File: src/rtl/uart_tx_serializer_if.sv
`default_nettype none
// ============================================================================
//  Module      : uart_tx_serializer_if
//  Description : Transmit-request / serial-line bundle between the string
//                transmission FSM (master) and uart_tx_serializer (slave).
//  Revision    : 1.0 - initial release
// ============================================================================
interface uart_tx_serializer_if;
    logic       transmit;         // level request to send tx_byte
    logic [7:0] tx_byte;          // byte to send, captured at accept
    logic       tx;               // serial line, idles high
    logic       is_transmitting;  // high from accept through end of stop bit
    logic       tx_done;          // one-cycle pulse when the stop bit completes

    modport master (
        output transmit,
        output tx_byte,
        input  tx,
        input  is_transmitting,
        input  tx_done
    );

    modport slave (
        input  transmit,
        input  tx_byte,
        output tx,
        output is_transmitting,
        output tx_done
    );
endinterface
`default_nettype wire

File: src/rtl/uart_tx_serializer.sv
`default_nettype none
// ============================================================================
//  Module      : uart_tx_serializer
//  Description : UART transmit serializer. Sends one byte per request as an
//                8N1 frame (start, 8 data bits LSB first, stop). Each bit lasts
//                CLKS_PER_BIT clock cycles. All outputs are registered.
//                Optional macro UART_TX_PARITY_EN inserts an even-parity bit
//                between the data bits and the stop bit.
//  Revision    : 1.0 - initial release
// ============================================================================
module uart_tx_serializer #(
    parameter int CLKS_PER_BIT = 434
) (
    input  wire logic             clk,
    input  wire logic             reset,   // asynchronous, active-low
    uart_tx_serializer_if.slave   bus
);

    localparam int                C_CNT_W    = (CLKS_PER_BIT > 1) ? $clog2(CLKS_PER_BIT) : 1;
    localparam logic [C_CNT_W-1:0] C_CNT_LAST = C_CNT_W'(CLKS_PER_BIT - 1);

    typedef enum logic [2:0] {
        S_IDLE   = 3'd0,
        S_START  = 3'd1,
        S_DATA   = 3'd2,
        S_PARITY = 3'd3,
        S_STOP   = 3'd4
    } state_t;

    state_t               r_state;
    logic [C_CNT_W-1:0]   r_baud_cnt;
    logic [2:0]           r_bit_idx;
    logic [7:0]           r_shift;
`ifdef UART_TX_PARITY_EN
    logic                 r_parity;
`endif
    logic                 r_tx;
    logic                 r_busy;
    logic                 r_done;

    // Terminal count of the baud counter marks the last cycle of the current bit.
    logic w_bit_end;
    assign w_bit_end = (r_baud_cnt == C_CNT_LAST);

    // Frame sequencer: baud timing, bit shifting and registered line outputs.
    always_ff @(posedge clk or negedge reset) begin
        if (!reset) begin
            r_state    <= S_IDLE;
            r_baud_cnt <= '0;
            r_bit_idx  <= '0;
            r_shift    <= '0;
`ifdef UART_TX_PARITY_EN
            r_parity   <= 1'b0;
`endif
            r_tx       <= 1'b1;
            r_busy     <= 1'b0;
            r_done     <= 1'b0;
        end else begin
            r_done <= 1'b0;

            // Counter only runs inside a frame; it wraps to 0 at each bit end,
            // so it is already 0 when the frame returns to idle.
            if (r_state != S_IDLE) begin
                r_baud_cnt <= w_bit_end ? '0 : r_baud_cnt + 1'b1;
            end

            case (r_state)
                S_IDLE: begin
                    if (bus.transmit) begin
                        r_shift    <= bus.tx_byte;
`ifdef UART_TX_PARITY_EN
                        r_parity   <= ^bus.tx_byte;
`endif
                        r_bit_idx  <= '0;
                        r_baud_cnt <= '0;
                        r_tx       <= 1'b0;
                        r_busy     <= 1'b1;
                        r_state    <= S_START;
                    end
                end

                S_START: begin
                    if (w_bit_end) begin
                        r_tx    <= r_shift[0];
                        r_state <= S_DATA;
                    end
                end

                S_DATA: begin
                    if (w_bit_end) begin
                        r_shift <= r_shift >> 1;
                        if (r_bit_idx == 3'd7) begin
`ifdef UART_TX_PARITY_EN
                            r_tx    <= r_parity;
                            r_state <= S_PARITY;
`else
                            r_tx    <= 1'b1;
                            r_state <= S_STOP;
`endif
                        end else begin
                            // Next data bit is the one about to land in shift[0].
                            r_tx      <= r_shift[1];
                            r_bit_idx <= r_bit_idx + 3'd1;
                        end
                    end
                end

`ifdef UART_TX_PARITY_EN
                S_PARITY: begin
                    if (w_bit_end) begin
                        r_tx    <= 1'b1;
                        r_state <= S_STOP;
                    end
                end
`endif

                S_STOP: begin
                    // A request still pending here is only seen once back in idle.
                    if (w_bit_end) begin
                        r_busy  <= 1'b0;
                        r_done  <= 1'b1;
                        r_state <= S_IDLE;
                    end
                end

                default: begin
                    r_tx       <= 1'b1;
                    r_busy     <= 1'b0;
                    r_baud_cnt <= '0;
                    r_state    <= S_IDLE;
                end
            endcase
        end
    end

    assign bus.tx              = r_tx;
    assign bus.is_transmitting = r_busy;
    assign bus.tx_done         = r_done;

endmodule
`default_nettype wire

File: src/flat_wrapper.sv
// flat-port wrapper written by rule: the top's interface ports become plain ports
module uart_tx_serializer_flat 
#(
    parameter int CLKS_PER_BIT = 434
)
  (clk, reset, bus_transmit, bus_tx_byte, bus_tx, bus_is_transmitting, bus_tx_done);
  uart_tx_serializer_if bus_i ();
  input  wire logic clk;
  input  wire logic reset;
  input wire logic [$bits(bus_i.transmit)-1:0] bus_transmit;
  input wire logic [$bits(bus_i.tx_byte)-1:0] bus_tx_byte;
  output wire logic [$bits(bus_i.tx)-1:0] bus_tx;
  output wire logic [$bits(bus_i.is_transmitting)-1:0] bus_is_transmitting;
  output wire logic [$bits(bus_i.tx_done)-1:0] bus_tx_done;
  assign bus_i.transmit = bus_transmit;
  assign bus_i.tx_byte = bus_tx_byte;
  assign bus_tx = bus_i.tx;
  assign bus_is_transmitting = bus_i.is_transmitting;
  assign bus_tx_done = bus_i.tx_done;
  uart_tx_serializer #(.CLKS_PER_BIT(CLKS_PER_BIT)) u_core (.clk(clk), .reset(reset), .bus(bus_i));
endmodule
File: config.mk
export PLATFORM = sky130hd
export DESIGN_NAME = uart_tx_serializer_flat
export DESIGN_NICKNAME = d
export VERILOG_FILES = /design/src/rtl/uart_tx_serializer_if.sv /design/src/rtl/uart_tx_serializer.sv /design/src/flat_wrapper.sv
export SDC_FILE = /design/constraint.sdc
export NUM_CORES = 1
export LEC_CHECK = 0
export BUFFER_PORTS_ARGS = -buffer_cell sky130_fd_sc_hd__buf_2
export CAP_MARGIN = 5
export CELL_PAD_IN_SITES_DETAIL_PLACEMENT = 1
export CELL_PAD_IN_SITES_GLOBAL_PLACEMENT = 2
export CORE_UTILIZATION = 37
export CTS_CLUSTER_DIAMETER = 30
export DETAILED_ROUTE_END_ITERATION = 7
export PLACE_DENSITY_LB_ADDON = 0.1
export REMOVE_ABC_BUFFERS = 1
export SLEW_MARGIN = 25
export SYNTH_ARGS = -nofsm -noshare
export SYNTH_HDL_FRONTEND = slang
export SYNTH_SLANG_ARGS = --single-unit
export TNS_END_PERCENT = 30
File: constraint.sdc
create_clock -name clk -period 1.9 [get_ports clk]
set_input_delay 0.095 -clock clk [delete_from_list [all_inputs] [get_ports clk]]
set_output_delay 0.095 -clock clk [all_outputs]
set_load 0.1 [all_outputs]
-- Yosys cells after proc, flatten, opt, wreduce, memory -nomap -nowiden
Cells that the tools add are included.
W data, S select, Z words.
- $add $sub $neg: 2
- equal/unequal tests: 11
- mux-type cells: 27
- bitwise logic cells: 2
- reductions and logical operators: 10
- operators with widths (operator ; number):
    $mux W9 ; 3
    $mux W3 ; 8
    $pmux W9 S2 ; 1
    $mux W8 ; 2
    $pmux W8 S2 ; 1
    $pmux W3 S4 ; 1
    $add A9 B1 Y9 const B ; 1
    $eq A9 B9 Y1 const B ; 1
    $mux W1 ; 8
    $ne A2 B1 Y1 const B ; 4
    $reduce_and A4 Y1 ; 2
    $eq A3 B3 Y1 const B ; 2
    $pmux W3 S2 ; 1
    $reduce_and A3 Y1 ; 2
    $reduce_and A5 Y1 ; 1
    $ne A2 B2 Y1 const B ; 2
    $pmux W1 S4 ; 1
    $add A3 B1 Y3 const B ; 1
    $eq A3 B1 Y1 const B ; 1
    $eq A3 B2 Y1 const B ; 1
    $logic_not A3 Y1 ; 1
    $pmux W1 S3 ; 1
    $reduce_bool A3 Y1 ; 1
    $reduce_or A3 Y1 ; 1
    other kinds (3) ; 4
- register bits after elaboration: 26
- output and inout port bits: 3
- word-level logic and storage cells: 59

-- Depth between registers and ports, before layout
- depth in word-level cells: 5
- gate-level depth with buffers: 7

-- Worst setup path before layout
Ideal clock, no wire load.
- kind: register -> register
- from: reg u_core.r_bit_idx[0]
- to: reg u_core.r_tx, in the netlist u_core.bus.tx
- setup time: 78 ps
- arrival time: 1437 ps
- data required time: 1822 ps
- slack: 386 ps
- cell stages (with the launch flop): 7
- cells stage by stage: dfrtp_1 ha_1 ha_1 o21ai_0 nand2_1 a2111o_1 o21a_1
- word-level cells in the longest chain between the ends: 4
- RTL lines (what ; RTL line ; source):
    start: declaration ; uart_tx_serializer.sv:32 ; logic [2:0] r_bit_idx;
    start signal: assignment ; uart_tx_serializer.sv:103 ; r_bit_idx <= r_bit_idx + 3'd1;
    $eq A3 B3 Y1 ; uart_tx_serializer.sv:92 ; if (r_bit_idx == 3'd7) begin
    $mux W1 ; uart_tx_serializer.sv:92 ;
    $mux W1 ; uart_tx_serializer.sv:90 ; if (w_bit_end) begin
    $pmux W1 S4 ; uart_tx_serializer.sv:67 ; case (r_state)
    end signal: assignment ; uart_tx_serializer.sv:84 ; r_tx <= r_shift[0];
    end signal: assignment ; uart_tx_serializer.sv:102 ; r_tx <= r_shift[1];
    end: declaration ; uart_tx_serializer.sv:37 ; logic r_tx;
No other way between the ends. The select of a mux whose other input is x is not followed.
A chain may end at the register's enable or synchronous reset.

-- Final worst setup path
Ends and elaborated chain as after synthesis.

==> impl_results.md <==
* Status: complete, no violations
* Syn Area/Cell at roughly 11 sq um
* Worst Path Max Fanout at 4
* Clk buf depth at 2
* Power share of the clock group at around 18%
* DR WL met3 at roughly 64 um
* Flop2flop setup slack at 0.24 ns
* Final setup viols at 0
* Final core utilization at between 40 and 50%
* FF-to-FF Start: u_core.r_bit_idx[0]$_DFFE_PN0P_
* Clk sinks at 26
* Worst hold path stage count at 2
* Top area cells in the synthesized netlist: dfrtp_1 44%, mux2i_1 7.1%, xor2_1 5.0%, ha_1 3.5%, nand2_1 3.5%
* Relative slew margins at 60.7%
* R2R cell count at 6
* Cell Int Power at about 1300 uW
* Synth Cell Area at around 1400 sq um
* Switching power share of the total at between 30% and 40%
* DRC errors left at 0
* R2r endpoint: u_core.bus.tx$_DFFE_PN1P_
* Share of layout cells above drive strength 1 at about 25%
* P_sw at 834 uW
* Comb power frac at 37.6%
* Metal-1 WL at around 1.4 mm
* Clk Latency, worst-skew pair at 0.27 ns
* DIE AREA at a little over 4000 sq um
* Std-Cell Rows at 22
* Crit path max-delay family: compound AO/OA/AOI/OAI gates
* Fin nets at ~170
* Worst Hold Launch: bus_tx_byte[7]
* H-tree levels at 1
* Starting DRC count in detailed routing at between 50 and 60
* Actual slew at the worst max-slew pin at 0.590 ns
* Root Buffer: clkbuf_8
* Vias per cell at 5.20
* Setup bufs post-CTS at 0
* Number of flops mapped to enable cells by yosys at 0
* Die W at roughly 64 um
* Worst path cell trace: ha_1 > ha_1 > o21ai_0 > nand2_1 > a2111o_1 > o21a_1
* Synth cell types at 43
* Hold endpoint: u_core.r_shift[7]$_DFFE_PN0P_
* RSZ-0062 raised after global routing: false
* Dominant cell type by area after synthesis: dfrtp_1
* Sequential power share at 44.9%
* Vias in the first global route at between 1000 and 1500
* Total Wirelength at about 3.0 mm
* Post_cts resized at 0
* Antenna viol nets, final at 0
* Max cap viols at 0
* Fin crit share at 87.3%
* Synth Instances at 133
* Pwr Density at around 1300 nW/um^2
* Diode count at 0
* GP Congestion at between 0.7 and 0.8
* Most frequent cells in the layout: 25 x dfrtp_1, 13 x nand2_1, 13 x buf_2
* Synth Register Bits at 26
* Fin. max-slew vios at 0
* CTS tree: yes
* Critical path data arrival time at approximately 1.9 ns
* Initial DRT Pass Iterations at 4
* Crit Path Class: reg2reg
* P&R area growth vs syn at 12.8%
* Vias at ~1000
* Yosys warns at 0
* Num CTS Buffers at 3
* Clk_skew at 0.00605 ns
* Setup TNS at 0 ns
* Met2 WL at between 1 and 1.5 mm
* Die Span Y at roughly 64 um
* Grt ovf at 0
* Initial antenna violation count at 0
* Min-delay worst type: in2reg
* Starting Density at approximately two fifths
* Post-synthesis sequential area ratio at 46.1%
* Worst path bufs/invs at 0
* Cells after DPL at approximately 190
* All-Layer GR Usage at ~18%
* Clock transition at path regs at approximately 0.09 ns
* Final std cells w/o fill at 198
* Most common cell after layout, fill and taps aside: dfrtp_1
* Fin area at 1590 sq um
* IO Pins at 14
* CP peak stage delay at 0.41 ns
* Final number of hold-violating endpoints at 0
* Ys async rst share at 100%
* Crit. End Element: flop
* Port Buf Inserts at 13
* Largest net degree at the start of global routing at 27
* Startpoint types: flop
* Slowest-stage cell, CP: dfrtp_1
* WL/cell at 15.1 um
* Peak supply drop at 0.444 mV
* WP data required at between 2 and 2.5 ns
* Ys flop type: dfrtp_1
* Clock period minus worst slack at approximately 1.7 ns
* Pleak at 0.000706 uW
* First-pass GRT wire length at around 5.5 mm
* Area after DPL at around 1500 sq um
* Max Clk Rate at roughly 600 MHz
* DR top layer: met4
* CP most frequent cell: ha_1
* Top-area cell type share of the netlist area at roughly 44%
* Core box area at approximately 3700 sq um
* Final HPWL DP at 2.25 mm
state kept, by name, summed over array words and instances (netlist names):
name / count
u_core.bus.tx_done: 1
u_core.bus.tx: 1
u_core.r_state: 3
u_core.r_shift: 8
u_core.bus.is_transmitting: 1
u_core.r_baud_cnt: 9
u_core.r_bit_idx: 3
cell usage after synthesis (all sizes together) (2+ instances only):
cell type / instances
nand4: 6
nand3: 4
or3b: 3
a21oi: 4
nor3: 2
a31oi: 2
ha: 4
inv: 6
dfrtp: 25
buf: 5
nor2: 10
mux2i: 10
xor2: 8
o31ai: 2
nand2: 14
o21ai: 10
worst register-to-register path, cell delays in order (launching register included):
cell and delay (ns):
dfrtp_1 0.41, ha_1 0.21, ha_1 0.25, o21ai_0 0.18, nand2_1 0.09, a2111o_1 0.35
o21a_1 0.11
per-stage QoR:
stage	hold WS [ns]	setup slack (ns)	power, uW
4_1_cts	0.0511	0.231	2130
5_1_grt	0.0591	0.125	2280
2_1_floorplan	-0.201	-0.280	1500
6_report	0.0559	0.241	2090
3_3_place_gp	0.135	0.257	1700
3_5_place_dp	0.144	0.248	1750
timing repair:
action                                  4_1_cts  5_1_grt
hold buffers                                  1        0
hold endpoints to repair                     25        0
endpoints found under the setup margin        0        0
layout make-up:
| cell class | instances | area, sq um |
|---|---|---|
| inverters | 6 | 22.5 |
| multi-input cells | 95 | 692 |
| flip-flops and latches | 26 | 652 |
| well taps | 48 | 60.1 |
| clock buffers | 4 | 55.1 |
| repair buffers | 19 | 113 |
| fillers | 420 | 2070 |
how the worst max path moves through the flow:
stage | startpoint | endpoint | depth (start not counted)
after CTS | u_core.r_bit_idx[0]$_DFFE_PN0P_ | u_core.bus.tx$_DFFE_PN1P_ | 6
after global routing | u_core.r_baud_cnt[1]$_DFF_PN0_ | u_core.r_bit_idx[1]$_DFFE_PN0P_ | 6
after detailed placement | u_core.r_baud_cnt[1]$_DFF_PN0_ | u_core.r_baud_cnt[2]$_DFF_PN0_ | 6
after floorplan | u_core.r_state[1]$_DFFE_PN0P_ | u_core.r_shift[7]$_DFFE_PN0P_ | 3
after global placement | u_core.r_bit_idx[0]$_DFFE_PN0P_ | u_core.bus.tx$_DFFE_PN1P_ | 6
final | u_core.r_bit_idx[0]$_DFFE_PN0P_ | u_core.bus.tx$_DFFE_PN1P_ | 6
metal layers:
| metal | vias to the layer above | track usage, % |
|---|---|---|
| met5 | - | 0 |
| met3 | 4 | 2.68 |
| met2 | 11 | 31.3 |
| met1 | 511 | 21.8 |
| met4 | 0 | 5.11 |
| li1 | 504 | - |
power groups by stage:
stage	Clock, uW	Combinational, uW	Sequential [uW]
after floorplan	0	472	1020
after global placement	0	757	942
after detailed placement	0	799	953
after CTS	381	805	942
after global routing	404	907	972
final	366	786	940
cells by family (layout without fill, tap and decap cells):
logic type / Yosys count / after routing / share of synthesized area (%)
xor+xnor: 9 / 9 / 5.58
mux: 10 / 10 / 7.09
flops: 26 / 26 / 46.1
fa+ha+maj: 4 / 4 / 3.54
simple gates: 48 / 48 / 20.5
buf+inv: 12 / 29 / 4.87
compound gates: 24 / 24 / 12.3
Note: power is estimated with default switching activity, not from simulation.
